<file path="config.mk">
export PLATFORM = sky130hd
export DESIGN_NAME = decode_execute_register_flat
export DESIGN_NICKNAME = d
export VERILOG_FILES = /design/src/rtl/decode_execute_if.sv /design/src/rtl/decode_execute_register.sv /design/src/flat_wrapper.sv
export SDC_FILE = /design/constraint.sdc
export NUM_CORES = 1
export LEC_CHECK = 0
export BUFFER_PORTS_ARGS = -buffer_cell sky130_fd_sc_hd__buf_4
export CAP_MARGIN = 25
export CORE_AREA = 2 2 144 146
export DETAILED_ROUTE_END_ITERATION = 6
export DIE_AREA = 0 0 146 148
export PLACE_DENSITY = 0.65
export SYNTH_ARGS = -nofsm -noshare
export SYNTH_HDL_FRONTEND = slang
export SYNTH_SLANG_ARGS = --single-unit
</file>
<file path="constraint.sdc">
create_clock -name clk -period 7.75 [get_ports clk]
set_input_delay 1.9375 -clock clk [delete_from_list [all_inputs] [get_ports clk]]
set_output_delay 1.9375 -clock clk [all_outputs]
set_load 0.005 [all_outputs]
</file>
<file path="src/rtl/decode_execute_if.sv">
// Decode-to-execute bundle: decode-stage control/operands (xxxD) in, execute-stage copies (xxxE) out.
// Handshake: none; en/flush are plain per-edge controls and every xxxE is valid one edge after its xxxD.
interface decode_execute_if #(
  parameter int XLEN      = 32,
  parameter int REG_AW    = 5,
  parameter int ALUCTRL_W = 3
);
  logic                 en;
  logic                 flush;
  logic                 ValidD;
  logic                 RegWriteD, MemWriteD, ResultSrcD, ALUSrcD, BranchD;
  logic [ALUCTRL_W-1:0] ALUControlD;
  logic [XLEN-1:0]      RD1D, RD2D, PCD, PCPlus4D, ImmExtD;
  logic [REG_AW-1:0]    Rs1D, Rs2D, RdD;

  logic                 ValidE;
  logic                 RegWriteE, MemWriteE, ResultSrcE, ALUSrcE, BranchE;
  logic [ALUCTRL_W-1:0] ALUControlE;
  logic [XLEN-1:0]      RD1E, RD2E, PCE, PCPlus4E, ImmExtE;
  logic [REG_AW-1:0]    Rs1E, Rs2E, RdE;

  modport master (
    output en, flush, ValidD, RegWriteD, MemWriteD, ResultSrcD, ALUSrcD, BranchD,
           ALUControlD, RD1D, RD2D, PCD, PCPlus4D, ImmExtD, Rs1D, Rs2D, RdD,
    input  ValidE, RegWriteE, MemWriteE, ResultSrcE, ALUSrcE, BranchE,
           ALUControlE, RD1E, RD2E, PCE, PCPlus4E, ImmExtE, Rs1E, Rs2E, RdE
  );

  modport slave (
    input  en, flush, ValidD, RegWriteD, MemWriteD, ResultSrcD, ALUSrcD, BranchD,
           ALUControlD, RD1D, RD2D, PCD, PCPlus4D, ImmExtD, Rs1D, Rs2D, RdD,
    output ValidE, RegWriteE, MemWriteE, ResultSrcE, ALUSrcE, BranchE,
           ALUControlE, RD1E, RD2E, PCE, PCPlus4E, ImmExtE, Rs1E, Rs2E, RdE
  );
endinterface

</file>
<file path="src/rtl/decode_execute_register.sv">
// ID/EX pipeline register with stall (en=0) and flush (bubble). Flush beats stall.
// Optional DEX_BUBBLE_CNT_EN adds a saturating 16-bit bubble counter output BubbleCntE.
module decode_execute_register #(
  parameter int XLEN      = 32,
  parameter int REG_AW    = 5,
  parameter int ALUCTRL_W = 3
) (
  input  logic        clk,
  input  logic        rst,
`ifdef DEX_BUBBLE_CNT_EN
  output logic [15:0] BubbleCntE,
`endif
  decode_execute_if.slave bus
);
  logic                 valid_q, regwrite_q, memwrite_q, resultsrc_q, alusrc_q, branch_q;
  logic                 valid_d, regwrite_d, memwrite_d, resultsrc_d, alusrc_d, branch_d;
  logic [ALUCTRL_W-1:0] aluctrl_q, aluctrl_d;
  logic [XLEN-1:0]      rd1_q, rd2_q, pc_q, pcplus4_q, imm_q;
  logic [XLEN-1:0]      rd1_d, rd2_d, pc_d, pcplus4_d, imm_d;
  logic [REG_AW-1:0]    rs1_q, rs2_q, rd_q, rs1_d, rs2_d, rd_d;

  always_comb begin
    valid_d     = valid_q;
    regwrite_d  = regwrite_q;
    memwrite_d  = memwrite_q;
    resultsrc_d = resultsrc_q;
    alusrc_d    = alusrc_q;
    branch_d    = branch_q;
    aluctrl_d   = aluctrl_q;
    rd1_d       = rd1_q;
    rd2_d       = rd2_q;
    pc_d        = pc_q;
    pcplus4_d   = pcplus4_q;
    imm_d       = imm_q;
    rs1_d       = rs1_q;
    rs2_d       = rs2_q;
    rd_d        = rd_q;
    if (bus.flush) begin
      valid_d     = 1'b0;
      regwrite_d  = 1'b0;
      memwrite_d  = 1'b0;
      resultsrc_d = 1'b0;
      alusrc_d    = 1'b0;
      branch_d    = 1'b0;
      aluctrl_d   = '0;
      rd1_d       = '0;
      rd2_d       = '0;
      pc_d        = '0;
      pcplus4_d   = '0;
      imm_d       = '0;
      rs1_d       = '0;
      rs2_d       = '0;
      rd_d        = '0;
    end else if (bus.en) begin
      // Side-effecting bits are gated so a non-valid slot can never write or branch.
      valid_d     = bus.ValidD;
      regwrite_d  = bus.RegWriteD & bus.ValidD;
      memwrite_d  = bus.MemWriteD & bus.ValidD;
      branch_d    = bus.BranchD & bus.ValidD;
      resultsrc_d = bus.ResultSrcD;
      alusrc_d    = bus.ALUSrcD;
      aluctrl_d   = bus.ALUControlD;
      rd1_d       = bus.RD1D;
      rd2_d       = bus.RD2D;
      pc_d        = bus.PCD;
      pcplus4_d   = bus.PCPlus4D;
      imm_d       = bus.ImmExtD;
      rs1_d       = bus.Rs1D;
      rs2_d       = bus.Rs2D;
      rd_d        = bus.RdD;
    end
  end

  always_ff @(posedge clk or posedge rst) begin
    if (rst) begin
      valid_q     <= 1'b0;
      regwrite_q  <= 1'b0;
      memwrite_q  <= 1'b0;
      resultsrc_q <= 1'b0;
      alusrc_q    <= 1'b0;
      branch_q    <= 1'b0;
      aluctrl_q   <= '0;
      rd1_q       <= '0;
      rd2_q       <= '0;
      pc_q        <= '0;
      pcplus4_q   <= '0;
      imm_q       <= '0;
      rs1_q       <= '0;
      rs2_q       <= '0;
      rd_q        <= '0;
    end else begin
      valid_q     <= valid_d;
      regwrite_q  <= regwrite_d;
      memwrite_q  <= memwrite_d;
      resultsrc_q <= resultsrc_d;
      alusrc_q    <= alusrc_d;
      branch_q    <= branch_d;
      aluctrl_q   <= aluctrl_d;
      rd1_q       <= rd1_d;
      rd2_q       <= rd2_d;
      pc_q        <= pc_d;
      pcplus4_q   <= pcplus4_d;
      imm_q       <= imm_d;
      rs1_q       <= rs1_d;
      rs2_q       <= rs2_d;
      rd_q        <= rd_d;
    end
  end

  assign bus.ValidE      = valid_q;
  assign bus.RegWriteE   = regwrite_q;
  assign bus.MemWriteE   = memwrite_q;
  assign bus.ResultSrcE  = resultsrc_q;
  assign bus.ALUSrcE     = alusrc_q;
  assign bus.BranchE     = branch_q;
  assign bus.ALUControlE = aluctrl_q;
  assign bus.RD1E        = rd1_q;
  assign bus.RD2E        = rd2_q;
  assign bus.PCE         = pc_q;
  assign bus.PCPlus4E    = pcplus4_q;
  assign bus.ImmExtE     = imm_q;
  assign bus.Rs1E        = rs1_q;
  assign bus.Rs2E        = rs2_q;
  assign bus.RdE         = rd_q;

`ifdef DEX_BUBBLE_CNT_EN
  logic [15:0] bubble_cnt_q, bubble_cnt_d;
  logic        bubble_edge;

  // A bubble enters EX either by flush or by loading a non-valid decode slot.
  assign bubble_edge = bus.flush | (bus.en & ~bus.ValidD);

  always_comb begin
    bubble_cnt_d = bubble_cnt_q;
    if (bubble_edge && bubble_cnt_q != 16'hFFFF) bubble_cnt_d = bubble_cnt_q + 16'd1;
  end

  always_ff @(posedge clk or posedge rst) begin
    if (rst) bubble_cnt_q <= '0;
    else     bubble_cnt_q <= bubble_cnt_d;
  end

  assign BubbleCntE = bubble_cnt_q;
`endif
endmodule

</file>
<file path="src/flat_wrapper.sv">
// flat-port wrapper written by rule: the top's interface ports become plain ports
module decode_execute_register_flat 
#(
  parameter int XLEN      = 32,
  parameter int REG_AW    = 5,
  parameter int ALUCTRL_W = 3
)
  (clk, rst, bus_en, bus_flush, bus_ValidD, bus_RegWriteD, bus_MemWriteD, bus_ResultSrcD, bus_ALUSrcD, bus_BranchD, bus_ALUControlD, bus_RD1D, bus_RD2D, bus_PCD, bus_PCPlus4D, bus_ImmExtD, bus_Rs1D, bus_Rs2D, bus_RdD, bus_ValidE, bus_RegWriteE, bus_MemWriteE, bus_ResultSrcE, bus_ALUSrcE, bus_BranchE, bus_ALUControlE, bus_RD1E, bus_RD2E, bus_PCE, bus_PCPlus4E, bus_ImmExtE, bus_Rs1E, bus_Rs2E, bus_RdE);
  decode_execute_if #(.XLEN(XLEN), .REG_AW(REG_AW), .ALUCTRL_W(ALUCTRL_W)) bus_i ();
  input  logic clk;
  input  logic rst;
  input wire logic [$bits(bus_i.en)-1:0] bus_en;
  input wire logic [$bits(bus_i.flush)-1:0] bus_flush;
  input wire logic [$bits(bus_i.ValidD)-1:0] bus_ValidD;
  input wire logic [$bits(bus_i.RegWriteD)-1:0] bus_RegWriteD;
  input wire logic [$bits(bus_i.MemWriteD)-1:0] bus_MemWriteD;
  input wire logic [$bits(bus_i.ResultSrcD)-1:0] bus_ResultSrcD;
  input wire logic [$bits(bus_i.ALUSrcD)-1:0] bus_ALUSrcD;
  input wire logic [$bits(bus_i.BranchD)-1:0] bus_BranchD;
  input wire logic [$bits(bus_i.ALUControlD)-1:0] bus_ALUControlD;
  input wire logic [$bits(bus_i.RD1D)-1:0] bus_RD1D;
  input wire logic [$bits(bus_i.RD2D)-1:0] bus_RD2D;
  input wire logic [$bits(bus_i.PCD)-1:0] bus_PCD;
  input wire logic [$bits(bus_i.PCPlus4D)-1:0] bus_PCPlus4D;
  input wire logic [$bits(bus_i.ImmExtD)-1:0] bus_ImmExtD;
  input wire logic [$bits(bus_i.Rs1D)-1:0] bus_Rs1D;
  input wire logic [$bits(bus_i.Rs2D)-1:0] bus_Rs2D;
  input wire logic [$bits(bus_i.RdD)-1:0] bus_RdD;
  output wire logic [$bits(bus_i.ValidE)-1:0] bus_ValidE;
  output wire logic [$bits(bus_i.RegWriteE)-1:0] bus_RegWriteE;
  output wire logic [$bits(bus_i.MemWriteE)-1:0] bus_MemWriteE;
  output wire logic [$bits(bus_i.ResultSrcE)-1:0] bus_ResultSrcE;
  output wire logic [$bits(bus_i.ALUSrcE)-1:0] bus_ALUSrcE;
  output wire logic [$bits(bus_i.BranchE)-1:0] bus_BranchE;
  output wire logic [$bits(bus_i.ALUControlE)-1:0] bus_ALUControlE;
  output wire logic [$bits(bus_i.RD1E)-1:0] bus_RD1E;
  output wire logic [$bits(bus_i.RD2E)-1:0] bus_RD2E;
  output wire logic [$bits(bus_i.PCE)-1:0] bus_PCE;
  output wire logic [$bits(bus_i.PCPlus4E)-1:0] bus_PCPlus4E;
  output wire logic [$bits(bus_i.ImmExtE)-1:0] bus_ImmExtE;
  output wire logic [$bits(bus_i.Rs1E)-1:0] bus_Rs1E;
  output wire logic [$bits(bus_i.Rs2E)-1:0] bus_Rs2E;
  output wire logic [$bits(bus_i.RdE)-1:0] bus_RdE;
  assign bus_i.en = bus_en;
  assign bus_i.flush = bus_flush;
  assign bus_i.ValidD = bus_ValidD;
  assign bus_i.RegWriteD = bus_RegWriteD;
  assign bus_i.MemWriteD = bus_MemWriteD;
  assign bus_i.ResultSrcD = bus_ResultSrcD;
  assign bus_i.ALUSrcD = bus_ALUSrcD;
  assign bus_i.BranchD = bus_BranchD;
  assign bus_i.ALUControlD = bus_ALUControlD;
  assign bus_i.RD1D = bus_RD1D;
  assign bus_i.RD2D = bus_RD2D;
  assign bus_i.PCD = bus_PCD;
  assign bus_i.PCPlus4D = bus_PCPlus4D;
  assign bus_i.ImmExtD = bus_ImmExtD;
  assign bus_i.Rs1D = bus_Rs1D;
  assign bus_i.Rs2D = bus_Rs2D;
  assign bus_i.RdD = bus_RdD;
  assign bus_ValidE = bus_i.ValidE;
  assign bus_RegWriteE = bus_i.RegWriteE;
  assign bus_MemWriteE = bus_i.MemWriteE;
  assign bus_ResultSrcE = bus_i.ResultSrcE;
  assign bus_ALUSrcE = bus_i.ALUSrcE;
  assign bus_BranchE = bus_i.BranchE;
  assign bus_ALUControlE = bus_i.ALUControlE;
  assign bus_RD1E = bus_i.RD1E;
  assign bus_RD2E = bus_i.RD2E;
  assign bus_PCE = bus_i.PCE;
  assign bus_PCPlus4E = bus_i.PCPlus4E;
  assign bus_ImmExtE = bus_i.ImmExtE;
  assign bus_Rs1E = bus_i.Rs1E;
  assign bus_Rs2E = bus_i.Rs2E;
  assign bus_RdE = bus_i.RdE;
  decode_execute_register #(.XLEN(XLEN), .REG_AW(REG_AW), .ALUCTRL_W(ALUCTRL_W)) u_core (.clk(clk), .rst(rst), .bus(bus_i));
endmodule
</file>
Yosys cells after proc, flatten, opt, wreduce, memory -nomap -nowiden
Index checks and enable logic that the tools add are counted.
{"block": "totals", "reg_bits": 184, "inputBits": 188, "wordCells": 49}
{"block": "op_classes", "mux": 30, "bitwise_logic": 3, "reduce_logical": 1}
{"cell": "32-bit 2-to-1 mux", "count": 10}
{"cell": "5-bit 2-to-1 mux", "count": 6}
{"cell": "1-bit 2-to-1 mux", "count": 12}
{"cell": "3-bit 2-to-1 mux", "count": 2}
{"cell": "1-bit bitwise AND", "count": 3}
{"cell": "2-bit nonzero test", "count": 1}

Longest topological paths before layout
Gate-level depths: netlist of the first run.
{"block": "depth", "word_depth": 3, "ltp_mapped": 4}

Worst setup path before layout of the first run
No wires, ideal clock.
{"block": "synth_timing", "kind": "input -> register", "startpoint": "input bus_en", "endpoint": "register u_core.aluctrl_q[0] (netlist: u_core.bus.ALUControlE[0])", "setup_ps": 132, "t_arrival_ps": 2505, "required_time_ps": 7618, "setup_slack_ps": 5113, "stages": 4, "path_buffers": 2, "path_cell_list": "buf_4 -> buf_6 -> mux2i_1 -> nor2_1"}
{"block": "synth_via", "elab_chain_len": 1}
{"item": "start, declared", "line": "flat_wrapper.sv:12", "rtl": "input wire logic [$bits(bus_i.en)-1:0] bus_en;"}
{"item": "2-bit nonzero test (no source line)"}
{"item": "end signal, assigned", "line": "decode_execute_register.sv:98", "rtl": "aluctrl_q <= aluctrl_d;"}
{"item": "end, declared", "line": "decode_execute_register.sv:17", "rtl": "logic [ALUCTRL_W-1:0] aluctrl_q, aluctrl_d;"}
No other way between the ends.
A chain may end at the register's enable or synchronous reset.

Final worst setup path of the first run
{"block": "layout_timing", "startpoint": "input bus_flush", "endpoint": "register u_core.alusrc_q (netlist: u_core.bus.ALUSrcE)"}
{"block": "layout_via", "elab_chain_len": 1}
{"item": "start, declared", "line": "flat_wrapper.sv:13", "rtl": "input wire logic [$bits(bus_i.flush)-1:0] bus_flush;"}
{"item": "1-bit 2-to-1 mux / 2-bit nonzero test (equally long branches)"}
{"item": "end signal, assigned", "line": "decode_execute_register.sv:96", "rtl": "alusrc_q <= alusrc_d;"}
{"item": "end, declared", "line": "decode_execute_register.sv:15", "rtl": "logic valid_q, regwrite_q, memwrite_q, resultsrc_q, alusrc_q, branch_q;"}
Parallel ways exist; a longest one is shown, timed or not.

==> results of run 1 <==
## final timing paths
path	startpoint	to
worst min register to register	u_core.bus.RegWriteE	u_core.bus.RegWriteE
max in group asynchronous	rst	u_core.bus.PCE[3]
worst min-delay path	u_core.bus.RegWriteE	u_core.bus.RegWriteE
worst max-delay path	bus_flush	u_core.bus.ALUSrcE
min in group asynchronous	rst	u_core.bus.PCE[8]
worst max register to register	u_core.bus.Rs1E[0]	u_core.bus.Rs1E[0]
## critical path, cell delays in order
cell	delay [ns]
buf_4	0.64
buf_4	0.88
nor2_1	0.14
## metal layers
layer  vias up  wire, microns
met5         -              0
met4         0            533
met3        32           1560
met2       214          10300
met1      2669           8290
li1       2679              -
## kinds of logic (layout without fill, tap and decap cells)
logic type             after synthesis  count (layout)
muxes                              181             181
DFF                                184             184
buffers and inverters               41             409
AOI/OAI and AO/OA                    3               3
and+or+nand+nor                    183             183
## stage by stage
stage	util, %	instances	total power [mW]	cell area (sq um)
6_report	54.7	1230	2.25	11000
4_1_cts	54.4	1228	2.27	10900
3_3_place_gp	51.4	1196	1.38	10300
5_1_grt	54.7	1230	2.35	11000
3_5_place_dp	51.4	1196	1.38	10300
2_1_floorplan	-	592	1.20	7430
## cells in the final DEF (no fill, tap or decap)
cell,n
a32o_1,3
buf_12,1
buf_16,2
buf_4,372
buf_8,1
bufinv_16,3
clkbuf_1,2
clkbuf_16,17
clkinv_2,2
clkinv_4,1
clkinvlp_4,3
dfrtp_1,184
inv_6,5
mux2i_1,181
nor2_1,182
nor2b_1,1
## layout make-up
class / instances / area (sq um) / share of cell area (%)
flip-flops and latches: 184 / 4600 / 42.0
repair buffers: 376 / 2880 / 26.3
multi-input cells: 367 / 2530 / 23.1
clock buffers: 19 / 433 / 3.95
well taps: 270 / 338 / 3.08
clock inverters: 13 / 166 / 1.52
inverters: 1 / 8.76 / 0.0799
## sequential cells by signal, summed over array words and instances (netlist names), 3 cells and up
signal	flops
u_core.bus.ALUControlE	3
u_core.bus.RdE	5
u_core.bus.RD1E	32
u_core.bus.Rs1E	5
u_core.bus.ImmExtE	32
u_core.bus.Rs2E	5
u_core.bus.RD2E	32
u_core.bus.PCPlus4E	32
u_core.bus.PCE	32
## power groups by stage
stage | sequential, mW | clock, mW | combinational, mW
finish | 1.04 | 0.883 | 0.321
detailed placement | 1.06 | 0 | 0.324
floorplan | 1.06 | 0 | 0.135
global placement | 1.06 | 0 | 0.321
CTS | 1.04 | 0.907 | 0.324
global route | 1.05 | 0.946 | 0.351
==> impl_metrics.csv, run 1 <==
group,metric,value,unit
sta,hold_viol_final,0,
synth,synth_area_leaders,"dfrtp_1, mux2i_1, nor2_1",
worst_setup_path,reg2reg_slack,7.01,ns
synth,syn_area,0.00743,sq mm
run,maxCapViolCount,0,
detailed_routing,drt_iter0_drc,252,
detailed_routing,firstDrtPassIters,4,
clocking,postCtsSetupBuffers,0,
grt,grt_util_met1,22.7,%
grt,grt_usage,18.8,%
clocking,cts.clk_slew.worst_paths,0.07,ns
detailed_routing,vias_per_cell,4.55,
pwr,intPower,1.71,mW
detailed_routing,drt_wl_total,20.7,mm
synth,yosysMostFrequentCell,"dfrtp_1",
grt,grt_overflow_total,0,
pwr,seq_power_share,46.4,%
pwr,p_sw_share,23.9,%
clocking,clock-sinks,184,
grt,grt_pass1_vias,5589,
grt,grt_max_degree,123,
synth,yosys.area_share.simple,9.27,%
floorplan,die_area,0.0216,sq mm
pwr,power.leakage,6.05,nW
placement,pre_cts_ws,3.81,ns
detailed_routing,wl_per_cell,16.8,microns
placement,io_buffer_count,371,
detailed_routing,drc,0,
run_status,outcome,"finished, final reports clean",
sta,finClkSkew,0,ns
synth,syn_avg_cell_area,12.6,sq um
synth,yosys.area_share.adder,0,%
synth,synth_top_family_by_area,"multiplexers",
sta,fin_tns_setup,0,ns
synth,synth_nets,780,
synth,synth_cell_types,11,
synth,muxShareOfSynthArea,24.4,%
clocking,cts_resized,0,
clocking,cts_max_level,4,
worst_setup_path,start_kind,"input port",
synth,synth_top_area_share,61.9,%
floorplan,die_h,148,microns
grt,busiest_layer,"met2",
placement,gp_congestion,0.782,
clocking,clock_latency,0.41,ns
grt,use_met2,31.5,%
layout,fin_nets,1135,
layout,area_growth,47.5,%
layout,layout-drive-gt1-share,42.4,%
detailed_routing,vias,5594,
clocking,cts_root_buf,"clkbuf_16",
worst_setup_path,reg2regPathDepth,2,
pwr,p_per_area,205,mW/mm^2
min_path,hold_depth,1,
pwr,clkPwrFrac,39.3,%
sta,slew_violations,0,
synth,synth-main-ff-cell,"dfrtp_1",
sta,max_slew.worst_pin.slew,1.02,ns
pwr,max-vdd-ir-drop,0.125,mV
clocking,cts_tree,"yes",
sta,setup_viol,0,
sta,setup_ws,4.23,ns
sta,relSlewSlack,32.3,%
sta,rsz0062_at_grt,"false",
worst_setup_path,arrival,3.78,ns
synth,synth-edff-count,0,
layout,antenna_cells,0,
clocking,cts_buffer_depth,2,
grt,grt_pass1_wl,31.7,mm
sta,period_minus_slack,3.52,ns
layout,fill_cells,1763,
grt,met3_usage,5.93,%
floorplan,initial_core_util,37.1,%
synth,synth_async_sr_flop_share,100,%
synth,yosysSeqAreaShare,61.9,%
grt,antenna_found_initial,0,
synth,synth-seq-cells,184,
floorplan,core,0.0200,sq mm
synth,synthXorXnorAreaFrac,0,%
placement,hpwl,14.7,mm
floorplan,die_w,146,microns
min_path,hp-class,"flop to flop",
floorplan,rows,52,
worst_setup_path,path_class,"input port to flop",
floorplan,io_pins,372,
synth,synth_compound_area_share,0.404,%
detailed_routing,postRouteAntennaNets,0,
sta,worst_hold_slack,0.511,ns
worst_setup_path,critPathMaxFanout,97,
sta,timing.fmax,0.284,GHz
worst_setup_path,critPathCaptureType,"flop",
sta,finalCritPeriodShare,45.5,%
synth,synthesis.instances,592,
pwr,p_sw,538,uW
synth,synth_common_cells,"dfrtp_1, nor2_1, mux2i_1",
synth,yosysTopAreaCell,"dfrtp_1",
clocking,cts_hold_buf,0,
worst_setup_path,cp.required,8.01,ns
synth,yosysWarnings,0,
pwr,pwr-share-comb,14.3,%
clocking,numCtsBuffers,17,
No activity file was read; power rests on OpenSTA's default activity.
==> run 2, diff against run 1 <==
- clock period: 7.75 -> 3.4 ns (I/O delays scaled with it)
==> run 2 against run 1 <==
Critical path type is now flop to output port; via count increased by 0.89%; clock skew unchanged; first-iteration DRC count decreased by 19%; sequential share of layout area decreased by 0.32 points; non-clock buffer count increased by 6; setup slack got worse by 2.6 ns; flip-flop and latch count unchanged; wire length increased by 2.5%; core utilization increased by 0.42 points; sequential power increased by 130%; die area unchanged; combinational power increased by 130%.
==> impl_metrics.csv, run 2 (synthesis results as in run 1) <==
group,metric,value,unit
run_status,outcome,"finished, final reports clean",
run,maxCapViolCount,0,
detailed_routing,vias,5644,
grt,grt_pass1_vias,5607,
layout,layout_common_cells,"buf_4, dfrtp_1, nor2_1",
sta,timing.fmax,0.550,GHz
worst_setup_path,critical_path.top_delay_family,"flip-flops",
floorplan,io_pins,372,
worst_setup_path,reg2reg_slack,2.66,ns
grt,grt_usage,19.2,%
clocking,cts_buffer_depth,2,
detailed_routing,drc,0,
sta,setup_viol,0,
worst_setup_path,cpPeakStageDelay,0.40,ns
sta,max_slew.worst_pin.slew,0.663,ns
worst_setup_path,critPathMaxFanout,2,
pwr,p_per_area,469,mW/mm^2
clocking,cts_max_level,4,
sta,finClkSkew,0,ns
sta,hold_viol_final,0,
floorplan,die_w,146,microns
worst_setup_path,timing.rr.start,"u_core.bus.RD2E[1]",
placement,io_buffer_count,371,
worst_setup_path,crit_path_start,"u_core.bus.PCE[17]",
sta,slew_violations,0,
clocking,cts_hold_buf,0,
pwr,max-vdd-ir-drop,0.322,mV
min_path,hold_start,"u_core.bus.RegWriteE",
detailed_routing,postRouteAntennaNets,0,
clocking,postCtsSetupBuffers,0,
grt,grt_pass1_wl,32.5,mm
layout,fill_cells,1780,
grt,antenna_found_initial,0,
detailed_routing,vias_per_cell,4.57,
placement,placed_cells,1204,
floorplan,die_h,148,microns
clocking,numCtsBuffers,17,
worst_setup_path,worst-path-buf-inv,1,
worst_setup_path,path_cells,"buf_4",
sta,period_minus_slack,1.82,ns
layout,antenna_cells,0,
floorplan,initial_core_util,37.1,%
sta,rsz0062_at_grt,"false",
floorplan,die_area,0.0216,sq mm
layout,area_growth,48.6,%
clocking,clock-sinks,184,
worst_setup_path,arrival,0.97,ns
clocking,clock_latency,0.42,ns
sta,relSlewSlack,55.7,%
sta,fin_tns_setup,0,ns
detailed_routing,drt_iter0_drc,204,
grt,grt_max_degree,85,
clocking,cts_tree,"yes",
grt,grt_overflow_total,0,
layout,layout-drive-gt1-share,43.0,%
detailed_routing,wl_per_cell,17.1,microns
worst_setup_path,start_kind,"flop",
clocking,cts.clk_slew.worst_paths,0.08,ns
clocking,cts_resized,0,
worst_setup_path,cp_slowest_cell,"dfrtp_1",
worst_setup_path,critPathCaptureType,"output port",
sta,finalCritPeriodShare,53.5,%
layout,instances_no_fill,1236,
placement,gp_congestion,0.801,
detailed_routing,drt_wl_total,21.2,mm
layout,mostFrequentLayoutCell,"buf_4",
worst_setup_path,cp.required,2.55,ns
pwr,power.leakage,6.10,nW
floorplan,core,0.0200,sq mm
floorplan,rows,52,
detailed_routing,firstDrtPassIters,4,
min_path,hp-class,"flop to flop",
worst_setup_path,path_class,"flop to output port",
clocking,cts_root_buf,"clkbuf_16",
placement,hpwl,15.3,mm
layout,design_area,0.0110,sq mm
placement,placed_area,0.0104,sq mm
layout,fin_nets,1141,
run 2: layout make-up:
cell class / instances / area (sq um) / area share [%]
Multi-Input combinational cell: 367 / 2530 / 22.9
Timing Repair Buffer: 382 / 2950 / 26.7
Sequential cell: 184 / 4600 / 41.7
Clock inverter: 14 / 179 / 1.62
Tap cell: 270 / 338 / 3.06
Inverter: 1 / 7.51 / 0.0679
Clock buffer: 18 / 439 / 3.97
run 2: path summary, 6_finish.rpt:
path | endpoint | depth (start not counted)
max reg2reg | u_core.bus.RD2E[1] | 2
max in group asynchronous | u_core.bus.RD1E[25] | 3
min | u_core.bus.RegWriteE | 1
min in group asynchronous | u_core.bus.ResultSrcE | 2
max | bus_PCE[17] | 1
min reg2reg | u_core.bus.RegWriteE | 1
run 2: layer usage:
metal / GRT usage (%) / part of all wire [%] / vias to the layer above
li1: - / - / 2691
met1: 24.3 / 41 / 2706
met2: 31.7 / 49 / 226
met3: 6.02 / 7.7 / 21
met4: 5.78 / 1.7 / 0
met5: 0 / 0 / -
run 2: report_power, final:
group / internal, mW / switching, mW
clock: 1.14 / 0.929
combinational: 0.422 / 0.319
sequential: 2.31 / 0.0667
total: 3.87 / 1.31
run 2: metrics by stage:
step | worst slack [ns] | power, mW | hold WS (ns) | util, %
3_3_place_gp | 1.26 | 3.16 | 0.480 | 52.1
2_1_floorplan | 0.185 | 2.73 | 0.489 | -
5_1_grt | 1.54 | 5.41 | 0.544 | 55.1
3_5_place_dp | 1.24 | 3.17 | 0.496 | 52.1
6_report | 1.58 | 5.18 | 0.511 | 55.1
4_1_cts | 1.56 | 5.25 | 0.513 | 55.1
